File: config.mk
export PLATFORM = sky130hd
export DESIGN_NAME = puf_response_collector
export DESIGN_NICKNAME = d
export VERILOG_FILES = /design/src/rtl/puf_response_collector.sv
export SDC_FILE = /design/constraint.sdc
export NUM_CORES = 1
export LEC_CHECK = 0
export ABC_CLOCK_PERIOD_IN_PS = 5600
export BUFFER_PORTS_ARGS = -buffer_cell sky130_fd_sc_hd__buf_2
export CAP_MARGIN = 25
export CORE_UTILIZATION = 45
export CTS_CLUSTER_SIZE = 40
export DETAILED_ROUTE_END_ITERATION = 7
export PLACE_DENSITY = 0.72
export SKIP_LAST_GASP = 1
export SLEW_MARGIN = 15
export SYNTH_ARGS = -nofsm -noshare
export SYNTH_HDL_FRONTEND = slang
export SYNTH_SLANG_ARGS = --single-unit
File: constraint.sdc
create_clock -name clk -period 5.6 [get_ports clk]
set_input_delay 0.56 -clock clk [delete_from_list [all_inputs] [get_ports clk]]
set_output_delay 0.56 -clock clk [all_outputs]
set_load 0.01 [all_outputs]
File: src/rtl/puf_response_collector.sv
// PUF response collector: sweeps the external 16:1 response mux select,
// waits for the mux output to settle at each select, majority-votes several
// samples per bit and presents the assembled 16-bit word with valid/ready.
module puf_response_collector #(
  parameter int unsigned SETTLE_CYCLES   = 4,
  parameter int unsigned SAMPLES_PER_BIT = 3
) (
  input  logic        clk,
  input  logic        rst_n,
  input  logic        start,
  input  logic        mux_out,
  output logic [3:0]  sel,
  output logic        busy,
  output logic        resp_valid,
  output logic [15:0] resp,
  input  logic        resp_ready
);

  localparam int unsigned OnesW = $clog2(SAMPLES_PER_BIT + 1);

  typedef enum logic [1:0] {StIdle, StSettle, StSample, StDone} state_e;

  state_e             state_q;
  logic [7:0]         settle_cnt_q;
  logic [3:0]         sample_cnt_q;
  logic [OnesW-1:0]   ones_q;
  logic [15:0]        shadow_q;

  logic [OnesW-1:0]   ones_next;
  logic               bit_vote;
  logic               last_settle;
  logic               last_sample;

  // Vote includes the sample taken on the current edge.
  always_comb begin
    ones_next   = ones_q + OnesW'(mux_out);
    bit_vote    = (ones_next > OnesW'(SAMPLES_PER_BIT / 2));
    last_settle = (settle_cnt_q == 8'(SETTLE_CYCLES - 1));
    last_sample = (sample_cnt_q == 4'(SAMPLES_PER_BIT - 1));
  end

  // Sweep sequencer with registered outputs; resp only updates on entry to DONE.
  always_ff @(posedge clk or negedge rst_n) begin
    if (!rst_n) begin
      state_q      <= StIdle;
      settle_cnt_q <= '0;
      sample_cnt_q <= '0;
      ones_q       <= '0;
      shadow_q     <= '0;
      sel          <= '0;
      busy         <= 1'b0;
      resp_valid   <= 1'b0;
      resp         <= '0;
    end else begin
      unique case (state_q)
        StIdle: begin
          if (start) begin
            state_q      <= StSettle;
            sel          <= '0;
            busy         <= 1'b1;
            settle_cnt_q <= '0;
            ones_q       <= '0;
          end
        end
        StSettle: begin
          if (last_settle) begin
            state_q      <= StSample;
            sample_cnt_q <= '0;
          end else begin
            settle_cnt_q <= settle_cnt_q + 8'd1;
          end
        end
        StSample: begin
          if (last_sample) begin
            shadow_q[sel] <= bit_vote;
            ones_q        <= '0;
            if (sel != 4'd15) begin
              sel          <= sel + 4'd1;
              settle_cnt_q <= '0;
              state_q      <= StSettle;
            end else begin
              resp       <= {bit_vote, shadow_q[14:0]};
              resp_valid <= 1'b1;
              busy       <= 1'b0;
              sel        <= '0;
              state_q    <= StDone;
            end
          end else begin
            ones_q       <= ones_next;
            sample_cnt_q <= sample_cnt_q + 4'd1;
          end
        end
        StDone: begin
          if (resp_ready) begin
            resp_valid <= 1'b0;
            state_q    <= StIdle;
          end
        end
        default: state_q <= StIdle;
      endcase
    end
  end

endmodule
==> run metrics, run 1 <==
status finished, final reports clean; CP max stage delay 0.43 ns; max cap viols 0; EDFF count, synth 0; Die Width 76.9 um; DRC violations left 0; First-pass DRT Iterations 4; layout cells sized above 1 29.9%; Tot GR Track Use 17.1%; CTS-repair resized insts 0; Worst Path Max Fanout 17; CP bufs+invs 1; fin crit period 2.22 ns; WL/cell 14.4 um; Cell Area, Placed 0.00270 sq mm; initial antenna violation count 0; Crit. End Element register; nets@finish 256; Internal 0.603 mW; first-pass GRT wire length 8.00 mm; routability cong. 0.734; Post-CTS Hold Buffers 0; Port-buffer cells 26; vias 1722; Antenna diodes 0; Post-CTS Setup Repair Bufs 0; commonest cells after routing, fill and taps aside 53 x dfrtp_1, 30 x mux2_2, 26 x buf_2; Psw 0.331 mW; worst skew pair latency 0.31 ns; Synth Register Bits 53; Avg Inst Size Synth 11.5 sq um; Seq/Total Area, Yosys 52.6%; area delta synth->final 10.6%; crit-path cells inv_1 > ha_1 > or3b_1 > nor2_4 > nand2_2 > mux2_1; starting density of the core 48.2%; ys flop type dfrtp_1; area of the mapped netlist 0.00252 sq mm; root buffer cell clkbuf_8; clock power share 23.3%; IO Pins 27; Final Hold Viols 0; Switching Fraction 35.5%; Slew @ Worst Pin 0.781 ns; library cells used by synthesis 40; critical path class reg2reg; Post-Syn Instances 220; Detailed Route WL 4.52 mm; fin area 0.00279 sq mm; max-slew violations 0; Worst Path Arrival 2.43 ns; clock tree from TritonCTS built; Row Count 26; Starting DRT DRC Count 80; # setup viols final 0; total power 0.935 mW; vias in the first global route 1640; drt via density 5.48; worst vdd ir 0.226 mV; Logic pwr share 26.7%; Final Core Density 53.3%; GRT overflow 0; RSZ-0062 raised after global routing false; htree depth 2; Leak 1.40 nW; Largest delay share family, worst path simple AND/OR/NAND/NOR gates; Synth Net Count 233; fin cells 314; max_slew headroom 47.7%; largest net degree at the start of global routing 54; CTS Sinks 53; Critical-path top delay cell dfrtp_1; Final ANT Viol Nets 0; Syn. warnings 0; clock skew 0.00878 ns; setup TNS 0 ns; core area 0.00524 sq mm; DIE AREA 0.00591 sq mm; Hold Crit Class in2async; Placed Instances 305; most common cell after layout, fill and taps aside dfrtp_1; clock transition at the registers of the reported paths 0.10 ns; Vert. Die Dim 76.9 um; CTS Buf Count 5; f_max 0.449 GHz; P per Cell Area 335 mW/mm^2; fraction of registers with async set/reset 100%; Max clock buf depth 2; CP Data Required Time 5.80 ns; Critical Path Start Type register; crit share post-route 39.7%; Final HPWL DP 3.10 mm; sequential power share 50.1%
-- flip-flops by register name (all words and copies together) (netlist names) --
register      count
sel               4
sample_cnt_q      4
resp             16
settle_cnt_q      8
resp_valid        1
shadow_q         15
ones_q            2
busy              1
state_q           2
-- power groups by stage --
| stage | combinational [mW] | sequential, mW | clock (mW) |
|---|---|---|---|
| global placement | 0.242 | 0.473 | 0 |
| global route | 0.285 | 0.476 | 0.234 |
| floorplan | 0.201 | 0.456 | 0 |
| CTS | 0.247 | 0.468 | 0.220 |
| finish | 0.249 | 0.468 | 0.218 |
| detailed placement | 0.247 | 0.475 | 0 |
-- cell families (layout without fill, tap and decap cells) --
family                   count (synthesis)  count (layout)  share of synthesized area (%)
AO/OA/AOI/OAI                           36              36                           8.98
XOR/XNOR                                 4               4                           1.39
adder cells (fa/ha/maj)                  8               8                           3.97
buffers and inverters                   17              41                           2.83
flip-flops                              53              53                           52.6
multiplexers                            33              33                           14.8
AND/OR/NAND/NOR                         69              69                           15.4
-- per-layer routing --
| layer | GRT usage (%) | vias to the layer above | wire (um) |
|---|---|---|---|
| li1 | - | 842 | - |
| met1 | 22.5 | 845 | 2190 |
| met2 | 27.4 | 29 | 2100 |
| met3 | 4.76 | 6 | 170 |
| met4 | 5.38 | 0 | 55 |
| met5 | 0 | - | 0 |
-- metrics by stage --
step	setup slack [ns]	hold slack, ns
floorplan	3.66	0.264
global placement	3.42	0.469
detailed placement	3.36	0.481
CTS	3.35	0.385
global route	3.17	0.430
finish	3.38	0.356
-- path summary, 6_finish.rpt --
kind | startpoint | end | slack [ns] | cells past startpoint
max in group asynchronous | rst_n | resp[10] | 4.80 | 2
max reg2reg | sample_cnt_q[0] | resp[15] | 3.38 | 6
min in group clk | ones_q[1] | ones_q[1] | 0.50 | 1
min | rst_n | resp[2] | 0.36 | 2
max | sample_cnt_q[0] | resp[15] | 3.38 | 6
min reg2reg | ones_q[1] | ones_q[1] | 0.50 | 1
-- final cells by class --
| type | instances | area [sq um] |
|---|---|---|
| clock inverters | 2 | 15.0 |
| inverters | 5 | 18.8 |
| well taps | 70 | 87.6 |
| fillers | 463 | 2450 |
| multi-input cells | 150 | 1120 |
| clock buffers | 6 | 72.6 |
| flip-flops and latches | 53 | 1330 |
| repair buffers | 28 | 145 |
-- synth_stat cells (2+ instances only) --
| cell | n | area [sq um] |
|---|---|---|
| and3_1 | 3 | 18.8 |
| o31ai_1 | 7 | 52.6 |
| mux2_2 | 30 | 338 |
| buf_2 | 3 | 15.0 |
| nor2_1 | 12 | 45.0 |
| nand2_1 | 9 | 33.8 |
| o21ai_0 | 11 | 55.1 |
| a2bb2oi_1 | 2 | 17.5 |
| inv_1 | 5 | 18.8 |
| nor2b_1 | 4 | 25.0 |
| a31oi_1 | 5 | 31.3 |
| nand3_1 | 18 | 90.1 |
| clkbuf_1 | 7 | 26.3 |
| a21oi_1 | 6 | 30.0 |
| nor3_1 | 2 | 10.0 |
| dfrtp_1 | 53 | 1330 |
| nand4_1 | 8 | 50.1 |
| xor2_1 | 4 | 35.0 |
| ha_1 | 8 | 100 |
| nand2b_1 | 3 | 18.8 |
(Power assumes the default switching activity.)
==> run 2: changes to the inputs <==
--- a/config.mk
+++ b/config.mk
@@ -5,7 +5,7 @@
 export SDC_FILE = /design/constraint.sdc
 export NUM_CORES = 1
 export LEC_CHECK = 0
-export ABC_CLOCK_PERIOD_IN_PS = 5600
+export ABC_CLOCK_PERIOD_IN_PS = 2050
 export BUFFER_PORTS_ARGS = -buffer_cell sky130_fd_sc_hd__buf_2
 export CAP_MARGIN = 25
 export CORE_UTILIZATION = 45
==> constraint.sdc (replaced) <==
create_clock -name clk -period 2.05 [get_ports clk]
set_input_delay 0.205 -clock clk [delete_from_list [all_inputs] [get_ports clk]]
set_output_delay 0.205 -clock clk [all_outputs]
set_load 0.01 [all_outputs]
==> run 2 against run 1 <==
Effect of this change: worst setup slack got worse by 3.3 ns; sequential cell count unchanged; cell area increased by 3.2%; hold slack worse by 0.14 ns; global-route usage is 0.060 points lower; critical path depth increased by 1; combinational power rose to 3.0 times the previous value; critical path type unchanged; largest cell class unchanged.
==> run metrics, run 2 (synthesized netlist as in run 1, its figures left out) <==
crit share post-route 95.8% (+56 points); met2 usage 28.7% (+1.3 points); most common cell after layout, fill and taps aside dfrtp_1; # setup viols final 0 (unchanged); CTS Buf Count 5 (unchanged); Final Core Density 55.0% (+1.7 points); worst vdd ir 0.687 mV (+200%); Hold Crit Class in2reg; DIE AREA 0.00591 sq mm (unchanged); Worst Path Max Fanout 15 (-2); DRC violations left 0 (unchanged); max reg flops 16 (unchanged); filler cell count 477 (+3.0%); First-pass DRT Iterations 4 (unchanged); Tot GR Track Use 17.1% (-0.060 points); Top Usage Layer GRT met2; drt via density 5.48 (about the same); total power 2.62 mW (+180%); CP max stage delay 0.43 ns (about the same); critical path class reg2reg; Critical Path Start Type register; Row Count 26 (unchanged); largest net degree at the start of global routing 30 (-44%); WHS 0.214 ns (-0.142 ns); htree depth 2 (unchanged); f_max 0.509 GHz (+13%); Final ANT Viol Nets 0 (unchanged); clock tree from TritonCTS built; Antenna diodes 0 (unchanged); worst skew pair latency 0.31 ns (about the same); max_slew headroom 62.0% (+14 points); fin crit period 1.96 ns (-0.261 ns); status finished, final reports clean; area delta synth->final 14.2%; met3 GRT Util 3.33% (-1.4 points); Final HPWL DP 3.31 mm (+6.7%); commonest cells after routing, fill and taps aside 53 x dfrtp_1, 30 x mux2_2, 26 x buf_2; clock skew 0.00734 ns (-0.00145 ns); vias 1770 (+2.8%); P per Cell Area 910 mW/mm^2 (+170%); max-slew violations 0 (unchanged); max cap viols 0 (unchanged); Max clock buf depth 2 (unchanged); root buffer cell clkbuf_8; biggest regs resp: 16 flops, shadow_q: 15 flops, settle_cnt_q: 8 flops; WL/cell 14.4 um (-0.23%); starting density of the core 48.2% (unchanged); Die Width 76.9 um (unchanged); GRT overflow 0 (unchanged); routability cong. 0.768 (+4.5%); met1 Usage GRT 22.4% (-0.11 points); Worst Path Arrival 2.17 ns (-0.26 ns); Post-CTS Setup Repair Bufs 0 (unchanged); CP Data Required Time 2.26 ns (-3.54 ns); nets@finish 265 (+3.5%); RSZ-0062 raised after global routing true; crit-path cells inv_1 > ha_1 > or3b_1 > nor2_4 > buf_4 > nand4_1 > mux2_2; Slew @ Worst Pin 0.570 ns (-0.211 ns); Starting DRT DRC Count 75 (-6.3%); initial antenna violation count 0 (unchanged); vias in the first global route 1762 (+7.4%); clock transition at the registers of the reported paths 0.10 ns (about the same); layout cells sized above 1 32.4% (+2.5 points); fin cells 323 (+2.9%); Leak 1.47 nW (+5.2%); Crit. End Element register; Detailed Route WL 4.64 mm (+2.6%); Port-buffer cells 26 (unchanged); CTS Sinks 53 (unchanged); largest reg by FF count resp; Vert. Die Dim 76.9 um (unchanged); IO Pins 27 (unchanged); Final Hold Viols 0 (unchanged); Critical-path top delay cell dfrtp_1; first-pass GRT wire length 8.16 mm (+1.9%); core area 0.00524 sq mm (unchanged); Placed Instances 313 (+2.6%); setup TNS 0 ns (unchanged)
run 2: cell types whose count changed in the layout (fill, tap and decap cells not counted), sizes merged:
cell	before	now
clkinv	0	1
clkbuf	6	5
dlygate4sd3	0	1
inv	5	6
buf	28	36
clkinvlp	2	1
run 2: worst max-delay path: cells and delay by family, from the launching register on:
kind,cells,cell delay (ns)
buf+inv,2,0.28
fa+ha+maj,1,0.16
flops,1,0.43
mux,1,0.29
simple gates,3,0.69
run 2: report_power, final:
part | internal [mW] | switching [mW] | leakage [nW]
clock | 0.243 | 0.355 | 0.0445
combinational | 0.309 | 0.437 | 0.697
sequential | 1.15 | 0.131 | 0.728
run 2: timing repair:
action	4_1_cts	5_1_grt
resized for setup	0	1
hold buffers	1	0
endpoints found under the setup margin	0	2
hold endpoints to repair	24	0
run 2: path summary, 6_finish.rpt:
kind	from	end	slack (ns)	depth (start not counted)
hold reg to reg	ones_q[1]	ones_q[1]	0.50	1
hold / removal	resp_ready	state_q[0]	0.21	4
setup / recovery	sample_cnt_q[0]	shadow_q[12]	0.09	7
setup reg to reg	sample_cnt_q[0]	shadow_q[12]	0.09	7
min in group asynchronous	rst_n	resp[8]	0.42	2
max in group asynchronous	rst_n	settle_cnt_q[7]	1.09	3
run 2: stage by stage:
stage	cell area, sq um	setup WS, ns
2_1_floorplan	2520	0.110
3_3_place_gp	2770	0.114
3_5_place_dp	2770	0.0647
4_1_cts	2870	0.0388
5_1_grt	2880	-0.0126
6_report	2880	0.0864
run 2: metal layers:
layer / wire (um) / vias to the layer above
li1: - / 873
met4: 53 / 0
met5: 0 / -
met1: 2230 / 855
met3: 159 / 6
met2: 2200 / 36
run 2: area by class of cell:
cell class	count	area, sq um	share of cell area (%)
flip-flops and latches	53	1330	46.0
clock inverters	3	21.3	0.738
clock buffers	5	68.8	2.39
multi-input cells	150	1130	39.2
repair buffers	37	228	7.91
inverters	5	18.8	0.652
well taps	70	87.6	3.04
